$ cat src/rtl/instr_fetch.sv
// Instruction fetch stage: issues a handshaked read for the PC word index and holds the returned word.
// The jump/branch fields are predecoded from the held word and masked while no valid instruction is held.
module instr_fetch #(
    parameter int unsigned TIMEOUT = 15
) (
    input  logic        clk,
    input  logic        rst_n,
    input  logic [31:0] pc,
    input  logic        pc_valid,
    output logic        mem_req,
    output logic [31:0] mem_addr,
    input  logic        mem_ack,
    input  logic [31:0] mem_rdata,
    output logic        instr_valid,
    input  logic        instr_ready,
    output logic [31:0] instr,
    output logic        jump,
    output logic        branch,
    output logic [25:0] jump_addr,
    output logic [15:0] branch_off,
    output logic        fetch_err,
    output logic        busy
);

    typedef enum logic [1:0] {
        S_IDLE,
        S_REQ,
        S_HOLD
    } state_t;

    // Last REQ cycle that may still see an ack before the fetch is abandoned.
    localparam logic [7:0] CNT_LAST = 8'(TIMEOUT - 1);

    state_t      state_q;
    logic [29:0] pc_q;
    logic [7:0]  cnt_q;
    logic [31:0] instr_q;
    logic        mem_req_q;
    logic        instr_valid_q;
    logic        fetch_err_q;

    // The top two index bits fall off the end when forming a byte address.
    logic        pc_hi_unused;
    assign pc_hi_unused = ^pc[31:30];

    always_ff @(posedge clk or negedge rst_n) begin
        if (!rst_n) begin
            state_q       <= S_IDLE;
            pc_q          <= '0;
            cnt_q         <= '0;
            instr_q       <= '0;
            mem_req_q     <= 1'b0;
            instr_valid_q <= 1'b0;
            fetch_err_q   <= 1'b0;
        end else begin
            fetch_err_q <= 1'b0;
            case (state_q)
                S_IDLE: begin
                    if (pc_valid) begin
                        pc_q      <= pc[29:0];
                        cnt_q     <= '0;
                        mem_req_q <= 1'b1;
                        state_q   <= S_REQ;
                    end
                end
                S_REQ: begin
                    // An ack wins over a simultaneous timeout.
                    if (mem_ack) begin
                        instr_q       <= mem_rdata;
                        mem_req_q     <= 1'b0;
                        instr_valid_q <= 1'b1;
                        state_q       <= S_HOLD;
                    end else if (cnt_q == CNT_LAST) begin
                        mem_req_q   <= 1'b0;
                        fetch_err_q <= 1'b1;
                        state_q     <= S_IDLE;
                    end else begin
                        cnt_q <= cnt_q + 8'd1;
                    end
                end
                S_HOLD: begin
                    if (instr_ready) begin
                        instr_valid_q <= 1'b0;
                        if (pc_valid) begin
                            pc_q      <= pc[29:0];
                            cnt_q     <= '0;
                            mem_req_q <= 1'b1;
                            state_q   <= S_REQ;
                        end else begin
                            state_q <= S_IDLE;
                        end
                    end
                end
                default: begin
                    mem_req_q     <= 1'b0;
                    instr_valid_q <= 1'b0;
                    state_q       <= S_IDLE;
                end
            endcase
        end
    end

    assign mem_req     = mem_req_q;
    assign mem_addr    = {pc_q, 2'b00};
    assign instr_valid = instr_valid_q;
    assign instr       = instr_q;
    assign fetch_err   = fetch_err_q;
    assign busy        = (state_q != S_IDLE);

    assign jump       = instr_valid_q & ((instr_q[31:26] == 6'b000010) | (instr_q[31:26] == 6'b000011));
    assign branch     = instr_valid_q & (instr_q[31:26] == 6'b000100);
    assign jump_addr  = instr_valid_q ? instr_q[25:0] : 26'd0;
    assign branch_off = instr_valid_q ? instr_q[15:0] : 16'd0;

endmodule

$ cat config.mk
export PLATFORM = sky130hd
export DESIGN_NAME = instr_fetch
export DESIGN_NICKNAME = d
export VERILOG_FILES = /design/src/rtl/instr_fetch.sv
export SDC_FILE = /design/constraint.sdc
export NUM_CORES = 1
export LEC_CHECK = 0
export ABC_CLOCK_PERIOD_IN_PS = 1650
export BUFFER_PORTS_ARGS = -buffer_cell sky130_fd_sc_hd__buf_2
export CAP_MARGIN = 25
export CORE_MARGIN = 4
export CORE_UTILIZATION = 45
export DETAILED_ROUTE_END_ITERATION = 10
export PLACE_DENSITY = 0.91
export SLEW_MARGIN = 15
export SYNTH_ARGS = -nofsm -noshare
export SYNTH_HDL_FRONTEND = slang
export SYNTH_SLANG_ARGS = --single-unit
$ cat constraint.sdc
create_clock -name clk -period 1.65 [get_ports clk]
set_input_delay 0.165 -clock clk [delete_from_list [all_inputs] [get_ports clk]]
set_output_delay 0.165 -clock clk [all_outputs]
set_load 0.01 [all_outputs]
======== After elaboration in Yosys (flattened, before gate mapping) ========
Cells that the tools add are included.
word-level totals
  flip-flop bits (word level) ............. 75
  latch bits .............................. 0
  bits in writable memories ............... 0
  memory bits (read-only) ................. 0
  output and inout port bits .............. 112
  word-level logic and storage cells ...... 61
  memories kept ........................... 0
operators by class
  add/subtract/negate cells ............... 1
  multipliers ............................. 0
  divide/modulo/power cells ............... 0
  $lt $le $gt $ge ......................... 0
  equal/unequal tests ..................... 12
  shift-type cells ........................ 0
  muxes and demuxes ....................... 27
  bitwise operators ....................... 4
  reductions and logical operators ........ 10
operators by type and width
  kind                 count
  $mux 30              2
  $pmux 30 s2          1
  $mux 8               4
  $mux 26              1
  $pmux 8 s3           1
  $mux 16              1
  $eq 6x2->1 const B   2
  $mux 1               10
  $ne 2x2->1 const B   5
  $add 8x1->8 const B  1
  $eq 8x4->1 const B   1
  $mux 2               4
  $eq 6x3->1 const B   1
  $pmux 1 s3           2
  $pmux 2 s3           1
  $reduce_and 2->1     3
  $reduce_and 3->1     2
  $reduce_and 4->1     1
  $reduce_bool 2->1    2
  $ne 3x3->1 const B   1
  $reduce_bool 3->1    1
  $and 1x1->1          2
  $eq 2x1->1 const B   1
  $eq 2x2->1 const B   1
  3 further kinds      3

======== Logic depth before layout (Yosys ltp) ========
Gate-level depths: netlist of the first run.
  depth after elaboration ................. 4
  depth in mapped cells ................... 6
  depth with buffers taken out ............ 6

======== Least setup slack after synthesis of the first run ========
OpenSTA, ideal clock, no wires.
  path type ............................... flip-flop to output port
  start ................................... register instr_valid_q, in the netlist instr_valid
  end ..................................... output port branch
  data arrival time ....................... 1.432 ns
  slack ................................... 0.053 ns
  cell stages (with the launch flop) ...... 5
  buffers on the path ..................... 1
  path through ............................ dfrtp_1 -> buf_6 -> inv_2 -> or4_4 -> nor4b_2
on the way
  longest elaborated chain between the ends .. 1
ends and longest elaborated chain
  what                    RTL line  text
  start, declared         39        logic instr_valid_q;
  start signal, assigned  53        instr_valid_q <= 1'b0;
  start signal, assigned  71        instr_valid_q <= 1'b1;
  start signal, assigned  83        instr_valid_q <= 1'b0;
  $and 1x1->1             111       assign branch = instr_valid_q & (instr_q[31:26] == 6'b000100);
  end, declared           18        output logic branch,
Every way passes these cells.

======== Final worst setup path of the first run ========
  start ................................... register instr_q[30], in the netlist instr[30]
  end ..................................... output port branch
on the way
  longest elaborated chain between the ends .. 2
ends and longest elaborated chain
  what                    RTL line  text
  start, declared         37        logic [31:0] instr_q;
  start signal, assigned  69        instr_q <= mem_rdata;
  $eq 6x3->1              111
  $and 1x1->1             111
Every way passes these cells.

==> results of run 1 <==
==> through the flow <==
stage	setup TNS, ns	setup slack, ns
5_1_grt	-0.563	-0.310
2_1_floorplan	0	0.0527
3_3_place_gp	0	0.129
3_5_place_dp	0	0.0887
4_1_cts	-0.399	-0.230
6_report	-0.381	-0.227
==> layer usage <==
layer  vias up  routed length, um  share of wire
met2       120               4380           0.54
li1       1196                  -              -
met5         -                  0              0
met4         0                115          0.014
met1      1246               2920           0.36
met3        12                709          0.087
==> where the power goes <==
part           leakage, nW  internal (mW)  total (mW)  switching [mW]
logic                 1.37           2.30        4.35            2.06
clock network        0.126           1.05        1.71           0.664
registers            0.898           2.69        3.28           0.593
total                 2.40           6.03        9.35            3.32
==> how the worst max path moves through the flow <==
stage / slack [ns] / cells past startpoint / start / endpoint
after floorplan: 0.05 / 4 / instr_valid / branch
after global placement: 0.13 / 4 / instr_valid / branch
after detailed placement: 0.09 / 5 / state_q[0] / cnt_q[5]
after CTS: -0.23 / 4 / instr_valid / branch
after global routing: -0.31 / 3 / instr[30] / branch
final: -0.23 / 3 / instr[30] / branch
==> cell families after synthesis <==
logic type / after synthesis / share of synthesized area
multiplexers: 64 / 0.236
AO/OA/AOI/OAI: 20 / 0.0358
flip-flops: 75 / 0.542
other: 1 / 0.00108
AND/OR/NAND/NOR: 59 / 0.110
adder cells (fa/ha/maj): 2 / 0.00722
buffers and inverters: 32 / 0.0686
==> cells in the final DEF, fill, tap and decap left out, types with 2 or more instances in the layout <==
master	n
nand4_1	2
nand3_1	3
mux2_4	26
clkinv_4	2
nor3_1	2
a31oi_1	3
clkbuf_8	10
dfrtp_1	75
and3_1	2
a21oi_1	6
buf_4	7
mux2i_1	2
and2_1	21
conb_1	2
o21a_1	3
inv_1	2
and2_2	6
buf_2	175
mux2_2	36
nand2b_1	2
ha_1	2
buf_12	3
bufinv_16	3
nor2_1	4
nand2_1	5
o21ai_0	4
==> flip-flops by register name, indices dropped and copies added (netlist names) <==
register / cells
cnt_q: 8
state_q: 2
instr: 32
pc_q: 30
mem_req: 1
instr_valid: 1
fetch_err: 1
==> area by class of cell <==
type / instances / area, um2
tap: 99 / 124
multi-input combinational: 147 / 1380
timing repair buffer: 186 / 998
clock inverter: 6 / 113
sequential: 75 / 1880
fill: 576 / 2730
inverter: 3 / 11.3
clock buffer: 10 / 138
==> what timing repair did <==
action                     in CTS  in global routing
hold endpoints to repair       39                  0
setup endpoints to repair       2                  5
gates resized for setup         0                  3
setup buffers                   1                  2
hold buffers                    1                  0
pin swaps                       0                  3
==> results.sh, run 1 <==
export IMPL_cts_tree="yes"
export IMPL_grt_max_degree=41
export IMPL_track_usage=0.177
export IMPL_vias=2574
export IMPL_htreeDepth=3
export IMPL_violations="negative setup slack"
export IMPL_critPathRequiredTime_ns=1.48
export IMPL_numCtsBuffers=9
export IMPL_clockBufferDepth=2
export IMPL_drive_above_1_share=0.651
export IMPL_cts_sinks=75
export IMPL_synth_avg_cell_area_um2=13.7
export IMPL_max_slew_margin=0.644
export IMPL_max_freq_ghz=0.533
export IMPL_global_route_usage_met1=0.193
export IMPL_r2r_setup_slack_ns=0.08
export IMPL_use_met2=0.333
export IMPL_ys_seq_area_frac=0.542
export IMPL_crit_type="reg2out"
export IMPL_synth_cell_types=40
export IMPL_status="finished with violations"
export IMPL_syn_area_um2=3460
export IMPL_end_kind="primary output"
export IMPL_cpLargestDelayFamily="simple AND/OR/NAND/NOR gates"
export IMPL_crit_fanout=3
export IMPL_antenna_found_initial=0
export IMPL_ys_warn_count=0
export IMPL_r2r_end="cnt_q[5]"
export IMPL_layout_worst_path_cycle_share=1.14
export IMPL_skew_ns=0.0116
export IMPL_coreArea_um2=7370
export IMPL_synth_flop_cell="dfrtp_1"
export IMPL_hold_end="instr_valid"
export IMPL_fp_dieH_um=95.7
export IMPL_whs_ns=0.0454
export IMPL_crit_chain="or4_4, nor4b_4, buf_2"
export IMPL_fin_nets=493
export IMPL_grt_pass1_vias=2738
export IMPL_yosysMostFrequentCell="dfrtp_1"
export IMPL_powerDensity_nw_per_um2=2020
export IMPL_gp_congestion=0.819
export IMPL_placementRows=31
export IMPL_rr_worst_depth=5
export IMPL_cpPeakStageDelay_ns=0.57
export IMPL_portBuffers=176
export IMPL_drt_antenna_violating_nets=0
export IMPL_placed_cell_area_um2=4330
export IMPL_cp_slowest_cell="or4_4"
export IMPL_syn_inst=253
export IMPL_cts_root_buf="clkbuf_8"
export IMPL_vdd_ir_drop_max_v=0.000785
export IMPL_period_needed_ns=1.88
export IMPL_dp_cells=506
export IMPL_synthToLayoutAreaGrowth_pct=33.9
export IMPL_num_antenna_cells=0
export IMPL_io_pins=181
export IMPL_stdcell_count=526
export IMPL_top_usage_layer="met2"
export IMPL_hold_class="in2reg"
export IMPL_grt_pass1_wl_mm=12.7
export IMPL_start_util=0.470
export IMPL_ys_ff_latch=75
export IMPL_worstMarginPinSlew_ns=0.535
export IMPL_final_util=0.629
export IMPL_rsz0062_at_grt="true"
export IMPL_hold_depth=2
export IMPL_die_x_um=95.7
export IMPL_synthTopCellsByArea="dfrtp_1 (54%), mux2_2 (12%), mux2_4 (11%)"
export IMPL_r2r_start="state_q[0]"
export IMPL_start_kind="register"
export IMPL_wl_per_cell_um=15.5
export IMPL_drt_first_pass_iters=4
export IMPL_setup_slack_ns=-0.227
export IMPL_report_final_slew_viol_count=0
export IMPL_routed_wl_mm=8.13
export IMPL_synth_edf_count=0
export IMPL_yosysTopAreaCellShare=0.542
export IMPL_dieArea_um2=9160
export IMPL_drc_errors=0
export IMPL_clk_latency_ns=0.33
export IMPL_cellLeakagePower_nw=2.40
export IMPL_drv_cap=0
export IMPL_hold_start="instr_ready"
export IMPL_hold_violations=0
export IMPL_finalPower_mw=9.35
export IMPL_cts_clk_slew_worst_paths_ns=0.07
export IMPL_path_buf_inv=1
export IMPL_gr_total_overflow=0
export IMPL_viasPerCell=4.89
export IMPL_synthArstFlopShare=1.00
export IMPL_synthTopCellsByCount="dfrtp_1 (75), mux2_2 (36), mux2_4 (26), and2_1 (21), buf_4 (21)"
export IMPL_fin_area_um2=4640
export IMPL_dp_final_hpwl_mm=6.30
export IMPL_grtUsageMet3=0.0391
export IMPL_drt_iter0_markers=37
export IMPL_yosys_area_top_type="dfrtp_1"
export IMPL_cp_arrival_ns=1.71
export IMPL_setup_viol=2
Power figures use the tool's default switching activity.
==> run 2, diff against run 1 <==
Settings changed: CORE_MARGIN 4 to 2.
==> run 2 against run 1 <==
  * The flow still finishes with violations (negative setup slack)
  * Register-to-register slack better by 0.02 ns
  * Clock power down 26%
  * Count of clock-buffer cells in the layout up 3
  * Flip-flop and latch count unchanged
  * Non-clock buffer count down 1
  * Sequential share of layout area up 0.75 points
  * Clock skew down 0.0052 ns
  * Worst setup slack better by 0.054 ns
  * Final area down 1.8%
  * Combinational power down 1%
  * Critical endpoint unchanged
==> results.sh, run 2 (same netlist as run 1, synthesis figures left out) <==
export IMPL_status="finished with violations"
export IMPL_violations="negative setup slack"
export IMPL_clock_power_share=0.143
export IMPL_track_usage=0.186
export IMPL_cts_sinks=75
export IMPL_cp_arrival_ns=1.66
export IMPL_placed_cell_area_um2=4330
export IMPL_skew_ns=0.00646
export IMPL_fin_area_um2=4550
export IMPL_cpPeakStageDelay_ns=0.51
export IMPL_cts_clk_slew_worst_paths_ns=0.07
export IMPL_dieArea_um2=8410
export IMPL_synthToLayoutAreaGrowth_pct=31.4
export IMPL_cts_tree="yes"
export IMPL_power_switching_mw=3.24
export IMPL_drt_first_pass_iters=4
export IMPL_hold_class="in2reg"
export IMPL_clockBufferDepth=2
export IMPL_vias=2572
export IMPL_placementRows=31
export IMPL_power_frac_comb=0.485
export IMPL_grt_pass1_wl_mm=12.3
export IMPL_crit_fanout=3
export IMPL_drt_antenna_violating_nets=0
export IMPL_wl_per_cell_um=14.7
export IMPL_routed_wl_mm=7.70
export IMPL_dp_final_hpwl_mm=5.90
export IMPL_layout_worst_path_cycle_share=1.10
export IMPL_rsz0062_at_grt="true"
export IMPL_start_util=0.470
export IMPL_drt_iter0_markers=104
export IMPL_critPathRequiredTime_ns=1.48
export IMPL_most_common_layout_cells="buf_2 (175), dfrtp_1 (75), mux2_2 (36)"
export IMPL_whs_ns=0.0336
export IMPL_final_util=0.618
export IMPL_setup_slack_ns=-0.173
export IMPL_end_kind="primary output"
export IMPL_powerDensity_nw_per_um2=1950
export IMPL_report_final_slew_viol_count=0
export IMPL_viasPerCell=4.91
export IMPL_setup_viol=2
export IMPL_clk_latency_ns=0.33
export IMPL_fp_dieH_um=91.7
export IMPL_drv_cap=0
export IMPL_start_kind="register"
export IMPL_hold_violations=0
export IMPL_largest_reg_flops=32
export IMPL_drive_above_1_share=0.645
export IMPL_grt_max_degree=42
export IMPL_gp_congestion=0.863
export IMPL_num_antenna_cells=0
export IMPL_seqPwrFrac=0.372
export IMPL_io_pins=181
export IMPL_fin_nets=492
export IMPL_max_freq_ghz=0.549
export IMPL_gr_total_overflow=0
export IMPL_dp_slack_ns=0.105
export IMPL_crit_type="reg2out"
export IMPL_cts_root_buf="clkbuf_8"
export IMPL_numCtsBuffers=9
export IMPL_crit_chain="or4_4, nor4b_4, buf_2"
export IMPL_layout_commonest_cell="buf_2"
export IMPL_portBuffers=176
export IMPL_path_buf_inv=1
export IMPL_die_x_um=91.7
export IMPL_internal_power_mw=5.63
export IMPL_coreArea_um2=7370
export IMPL_period_needed_ns=1.82
export IMPL_r2r_setup_slack_ns=0.10
export IMPL_grt_pass1_vias=2521
export IMPL_antenna_found_initial=0
export IMPL_netSwitchingFraction=0.365
export IMPL_nFillCells=611
export IMPL_cp_slowest_cell="or4_4"
export IMPL_cpLargestDelayFamily="simple AND/OR/NAND/NOR gates"
export IMPL_vdd_ir_drop_max_v=0.000889
export IMPL_max_slew_margin=0.642
export IMPL_worstMarginPinSlew_ns=0.538
export IMPL_cellLeakagePower_nw=2.36
export IMPL_drc_errors=0
export IMPL_htreeDepth=3
export IMPL_setup_tns_ns=-0.336
[run 2: final cells by class]
class	instances	area, um2	share of cell area
Clock buffer	13	169	0.0371
Clock inverter	2	10.0	0.00220
Inverter	3	11.3	0.00247
Multi-Input combinational cell	147	1370	0.301
Sequential cell	75	1880	0.412
Tap cell	99	124	0.0272
Timing Repair Buffer	185	991	0.218
[run 2: power groups by stage]
stage / sequential [mW] / combinational [mW] / clock, mW
floorplan: 3.60 / 2.48 / 0
global placement: 3.25 / 4.20 / 0
detailed placement: 3.31 / 4.31 / 0
CTS: 3.30 / 4.36 / 1.33
global route: 3.42 / 4.64 / 1.40
finish: 3.30 / 4.30 / 1.27
[run 2: what timing repair did]
action,4_1_cts,5_1_grt
hold buffers,1,0
setup endpoints to repair,2,5
endpoints found under the hold margin,40,0
cloned,0,0
pin swaps,2,2
buffers inserted,2,0
gates resized for setup,1,2
[run 2: final timing paths]
path / start / to / cells past startpoint
setup / recovery: instr[31] / branch / 3
hold / removal: instr_ready / instr_valid / 2
setup reg to reg: state_q[1] / pc_q[29] / 4
hold reg to reg: pc_q[19] / pc_q[19] / 1
max in group asynchronous: rst_n / instr[29] / 3
min in group asynchronous: rst_n / pc_q[24] / 2
[run 2: stage by stage]
| step | total power [mW] | cells |
|---|---|---|
| after floorplan | 6.07 | 254 |
| after global placement | 7.45 | 506 |
| after detailed placement | 7.62 | 506 |
| after CTS | 8.99 | 524 |
| after global routing | 9.47 | 524 |
| final | 8.87 | 524 |
[run 2: per-layer routing]
metal | track usage | part of all wire | vias to the layer above | wire length, um
met4 | 0.0510 | 0.0096 | 0 | 74
met2 | 0.343 | 0.53 | 121 | 4110
li1 | - | - | 1193 | -
met1 | 0.210 | 0.38 | 1248 | 2960
met3 | 0.0526 | 0.072 | 10 | 558
met5 | 0 | 0 | - | 0
